<file path="config.mk">
export PLATFORM = sky130hd
export DESIGN_NAME = regbank_arbiter
export DESIGN_NICKNAME = d
export VERILOG_FILES = /design/src/rtl/regbank_pkg.sv /design/src/rtl/rr_arb2.sv /design/src/rtl/regbank_arbiter.sv
export SDC_FILE = /design/constraint.sdc
export NUM_CORES = 1
export LEC_CHECK = 0
export CORE_MARGIN = 4
export CORE_UTILIZATION = 35
export CTS_CLUSTER_DIAMETER = 80
export CTS_CLUSTER_SIZE = 12
export DETAILED_ROUTE_END_ITERATION = 16
export HOLD_SLACK_MARGIN = 0.12
export PLACE_DENSITY = 0.7
export RECOVER_POWER = 50
export SETUP_SLACK_MARGIN = 0.2
export SYNTH_ARGS = -nofsm -noshare
export SYNTH_HDL_FRONTEND = slang
export SYNTH_HIERARCHICAL = 1
export SYNTH_SLANG_ARGS = --single-unit
</file>
<file path="constraint.sdc">
create_clock -name clk -period 3.16 [get_ports clk]
set_input_delay 0.316 -clock clk [delete_from_list [all_inputs] [get_ports clk]]
set_output_delay 0.316 -clock clk [all_outputs]
set_load 0.05 [all_outputs]
</file>
<file path="src/rtl/regbank_pkg.sv">
// Shared constants and FSM state type for the register-bank write arbiter.
package regbank_pkg;

    localparam int DW   = 8;
    localparam int NREG = 4;
    localparam int AW   = $clog2(NREG);

    typedef enum logic {
        ST_IDLE  = 1'b0,
        ST_CLEAR = 1'b1
    } state_t;

endpackage

</file>
<file path="src/rtl/rr_arb2.sv">
// Two-way round-robin grant; prio names the requester that wins the next tie.
module rr_arb2 (
    input  logic clk,
    input  logic reset,
    input  logic en,
    input  logic a_valid,
    input  logic b_valid,
    output logic a_grant,
    output logic b_grant,
    output logic prio
);

    always_comb begin
        a_grant = en & a_valid & (~b_valid | ~prio);
        b_grant = en & b_valid & (~a_valid |  prio);
    end

    // Only a contested grant moves the pointer, and it always moves to the loser.
    always_ff @(posedge clk or negedge reset) begin
        if (!reset) begin
            prio <= 1'b0;
        end else if (a_grant & b_valid) begin
            prio <= 1'b1;
        end else if (b_grant & a_valid) begin
            prio <= 1'b0;
        end
    end

endmodule

</file>
<file path="src/rtl/regbank_arbiter.sv">
// Arbitrates two write requesters onto a small register bank and sequences a
// bank-wide clear; the bank itself lives outside and consumes wr_sel/wr_data.
module regbank_arbiter
    import regbank_pkg::*;
#(
    parameter int DW   = regbank_pkg::DW,
    parameter int NREG = regbank_pkg::NREG
) (
    input  logic                     clk,
    input  logic                     reset,
    input  logic                     a_valid,
    input  logic [$clog2(NREG)-1:0]  a_addr,
    input  logic [DW-1:0]            a_data,
    output logic                     a_ready,
    input  logic                     b_valid,
    input  logic [$clog2(NREG)-1:0]  b_addr,
    input  logic [DW-1:0]            b_data,
    output logic                     b_ready,
    input  logic                     clr_req,
    output logic                     clr_busy,
    input  logic [$clog2(NREG)-1:0]  rd_addr,
    output logic [$clog2(NREG)-1:0]  rd_sel,
    output logic                     rd_hazard,
    output logic [NREG-1:0]          wr_sel,
    output logic [DW-1:0]            wr_data,
    output state_t                   state_dbg,
    output logic                     prio_dbg
);

    localparam int AW = $clog2(NREG);

    // Handshake: a transfer happens on a rising edge where valid & ready are both
    // high; ready never depends on the request's own addr/data, and a requester
    // that is not accepted keeps valid/addr/data stable until it is.

    function automatic logic [NREG-1:0] dec(input logic [AW-1:0] idx);
        logic [NREG-1:0] v;
        v      = '0;
        v[idx] = 1'b1;
        return v;
    endfunction

    state_t          state, state_n;
    logic [AW-1:0]   cnt, cnt_n;
    logic [NREG-1:0] wr_sel_n;
    logic [DW-1:0]   wr_data_n;
    logic            arb_en, a_grant, b_grant, prio;

    // Grants are suppressed while in reset, while clearing, and in the cycle a clear starts.
    assign arb_en = reset & (state == ST_IDLE) & ~clr_req;

    rr_arb2 u_arb (
        .clk     (clk),
        .reset   (reset),
        .en      (arb_en),
        .a_valid (a_valid),
        .b_valid (b_valid),
        .a_grant (a_grant),
        .b_grant (b_grant),
        .prio    (prio)
    );

    always_comb begin
        state_n   = state;
        cnt_n     = cnt;
        wr_sel_n  = '0;
        wr_data_n = wr_data;
        case (state)
            ST_IDLE: begin
                if (clr_req) begin
                    state_n   = ST_CLEAR;
                    cnt_n     = '0;
                    wr_sel_n  = dec('0);
                    wr_data_n = '0;
                end else if (a_grant) begin
                    wr_sel_n  = dec(a_addr);
                    wr_data_n = a_data;
                end else if (b_grant) begin
                    wr_sel_n  = dec(b_addr);
                    wr_data_n = b_data;
                end
            end
            ST_CLEAR: begin
                // wr_sel already shows one-hot(cnt); line up the next clear write.
                if (cnt == AW'(NREG - 1)) begin
                    state_n = ST_IDLE;
                    cnt_n   = '0;
                end else begin
                    cnt_n    = cnt + AW'(1);
                    wr_sel_n = dec(cnt + AW'(1));
                end
            end
            default: begin
                state_n = ST_IDLE;
                cnt_n   = '0;
            end
        endcase
    end

    always_ff @(posedge clk or negedge reset) begin
        if (!reset) begin
            state   <= ST_IDLE;
            cnt     <= '0;
            wr_sel  <= '0;
            wr_data <= '0;
        end else begin
            state   <= state_n;
            cnt     <= cnt_n;
            wr_sel  <= wr_sel_n;
            wr_data <= wr_data_n;
        end
    end

    assign a_ready   = a_grant;
    assign b_ready   = b_grant;
    assign clr_busy  = (state == ST_CLEAR);
    assign rd_sel    = rd_addr;
    assign rd_hazard = |(wr_sel & dec(rd_addr));
    assign state_dbg = state;
    assign prio_dbg  = prio;

endmodule

</file>
==> flow_summary.ini <==
[status]
status = complete, no violations

[die]
dieArea_mm2 = 0.00377
rows = 19
initial_core_util = 0.365
ioPinCount = 47
die_x_um = 61.4
die_y_um = 61.4
core_region_area_mm2 = 0.00273

[clock_network]
clock-sinks = 16
cts_tree = done
h-tree-depth = 1
cts_buffer_depth = 2
cts_hold_buf = 0
ctsResizeCount = 0
clockRootBuffer = clkbuf_4
insertion_delay_ps = 280
numCtsBuffers = 3
clk_pin_slew_ps = 90
postCtsSetupBuffers = 0

[synthesis]
synth_edf_count = 0
ys.flop_type = dfrtp_1
yosysMostFrequentCell = dfrtp_1
ys_top_cells_by_area = dfrtp_1, mux2i_1, o21ai_2
seq_area_frac_synth = 0.402
syn_area_per_cell_um2 = 11.3
synthCells = 88
yosysUniqueCellTypes = 29
ys_ff_latch = 16
synth_area_um2 = 997
synth.top_cell.area_share = 0.402
yosys-top-cells-count = dfrtp_1, mux2i_1, o21ai_2, o41ai_1, nand2_1
synth_nets = 119
yosysTopAreaCell = dfrtp_1
synthArstFlopShare = 1.00
yosys_warnings = 6

[detailed_routing]
drc = 0
drt-total-wl_um = 2480
wl_per_cell_um = 15.1
first_pass_iters = 4
avgViaCountPerCell = 5.27
vias = 865
ant_nets = 0
drtIter0Drc = 21

[power_and_ir_drop]
finalPower_mw = 1.36
power_frac_seq = 0.271
ir_drop_uv = 688
switching_share = 0.501
internal-power_mw = 0.680
clockPowerShare = 0.097
p_leak_nw = 0.609
switchingPower_mw = 0.681
comb_power_share = 0.631
power_density_mw_per_mm2 = 911

[min_path]
hold_path.class = reg2reg
whs_path_depth = 2
holdCritStartpoint = wr_data[0]

[layout]
fin_nets = 165
final_core_util = 0.546
drive_above_1_share = 0.165
fin_cells = 164
final_cell_area_mm2 = 0.00149
area_delta_synth_final_pct = 49.7
antenna_cells = 0

[placed_design]
hpwlAfterDp_um = 1900
port-buffer-count = 46
dp_slack_ps = 579
placed_area_mm2 = 0.00146
gp_congestion = 0.762
dp_cells = 160

[sta]
finalSetupTns_ps = 0
worst_slack_ps = 736
max_freq_ghz = 0.413
rsz0062_at_grt = false
worstMarginPinSlew_ps = 859
slew_viol_final = 0
fin_crit_ps = 2420
hold_ws_ps = 502
hold_violations = 0
fin_skew_ps = 1.42
finalCritPeriodShare = 0.767
setup_viol = 0
slew_headroom = 0.427

[grt]
grt_use_met1 = 0.163
top_usage_layer = met2
gr-total-overflow = 0
met2_usage = 0.243
grt_pass1_wl_um = 3830
grt_use_total = 0.139
grt_max_degree = 26
grt_pass1_vias = 869
grt_use_met3 = 0.0398
antenna_found_initial = 0

[setup_path]
end_kind = flip-flop
path_class = in2reg
timing.rr.start = clr_busy
reg2reg_depth = 8
startpoint = clr_req
start_kind = input port
worstPathRequired_ps = 3330
critPathArrivalTime_ps = 2600
cp_max_fo = 15

[flow_run]
cap_violations = 0
[power by group through the flow]
stage,Combinational [mW],Sequential (mW),Clock (mW)
after floorplan,0.328,0.662,0
after global placement,0.869,0.375,0
after detailed placement,0.878,0.376,0
after CTS,0.881,0.373,0.139
after global routing,0.908,0.381,0.150
final,0.859,0.369,0.132
[critical path, stage by stage]
cell and delay, ps:
clkdlybuf4s50_1 440, nor2_1 350, and2_1 230, nand2_1 70, a21oi_2 350, buf_4 320
nor2b_1 110, a21o_1 160, a32o_1 250
[metal layers]
| layer | up-vias | wire length [um] |
|---|---|---|
| li1 | 412 | - |
| met1 | 406 | 999 |
| met2 | 45 | 1150 |
| met3 | 2 | 315 |
| met4 | 0 | 13 |
| met5 | - | 0 |
[logic make-up after synthesis]
family	after synthesis	synth area share
and+or+nand+nor	15	0.0841
AOI/OAI and AO/OA	30	0.250
xor gates and xnor gates	1	0.00878
DFF	16	0.402
buffers and inverters	13	0.103
muxes	9	0.103
adders and majority gates	4	0.0502
[layout make-up]
type | count | area [um^2]
multi-input combinational | 59 | 495
inverter | 4 | 15.0
clock buffer | 4 | 36.3
fill | 255 | 1240
sequential | 16 | 400
timing repair buffer | 50 | 507
tap | 31 | 38.8
[registers in the layout (all words and copies together), names as in the netlist]
register	cells
clr_busy	1
cnt	2
wr_data	8
wr_sel	4
u_arb/prio	1
[path summary, 6_finish.rpt]
kind,to,slack [ps]
setup / recovery,wr_sel[3],740
hold / removal,wr_data[0],500
setup reg to reg,wr_sel[3],820
hold reg to reg,wr_data[0],500
max in group asynchronous,u_arb/prio,1930
min in group asynchronous,wr_sel[0],710
[placed cells by master (no fill, tap or decap), drive strengths merged]
cell type / n
a211oi: 1
a21o: 1
a21oi: 4
a22o: 2
a31oi: 1
a32o: 2
and2: 1
buf: 5
clkbuf: 5
clkdlybuf4s50: 37
dfrtp: 16
dlygate4sd3: 7
ha: 4
inv: 4
mux2i: 8
mux4: 1
nand2: 5
nand3: 1
nor2: 4
nor2b: 2
nor3: 1
nor3b: 1
o21ai: 11
o41ai: 8
xnor2: 1
No activity file was read; power rests on OpenSTA's default activity.
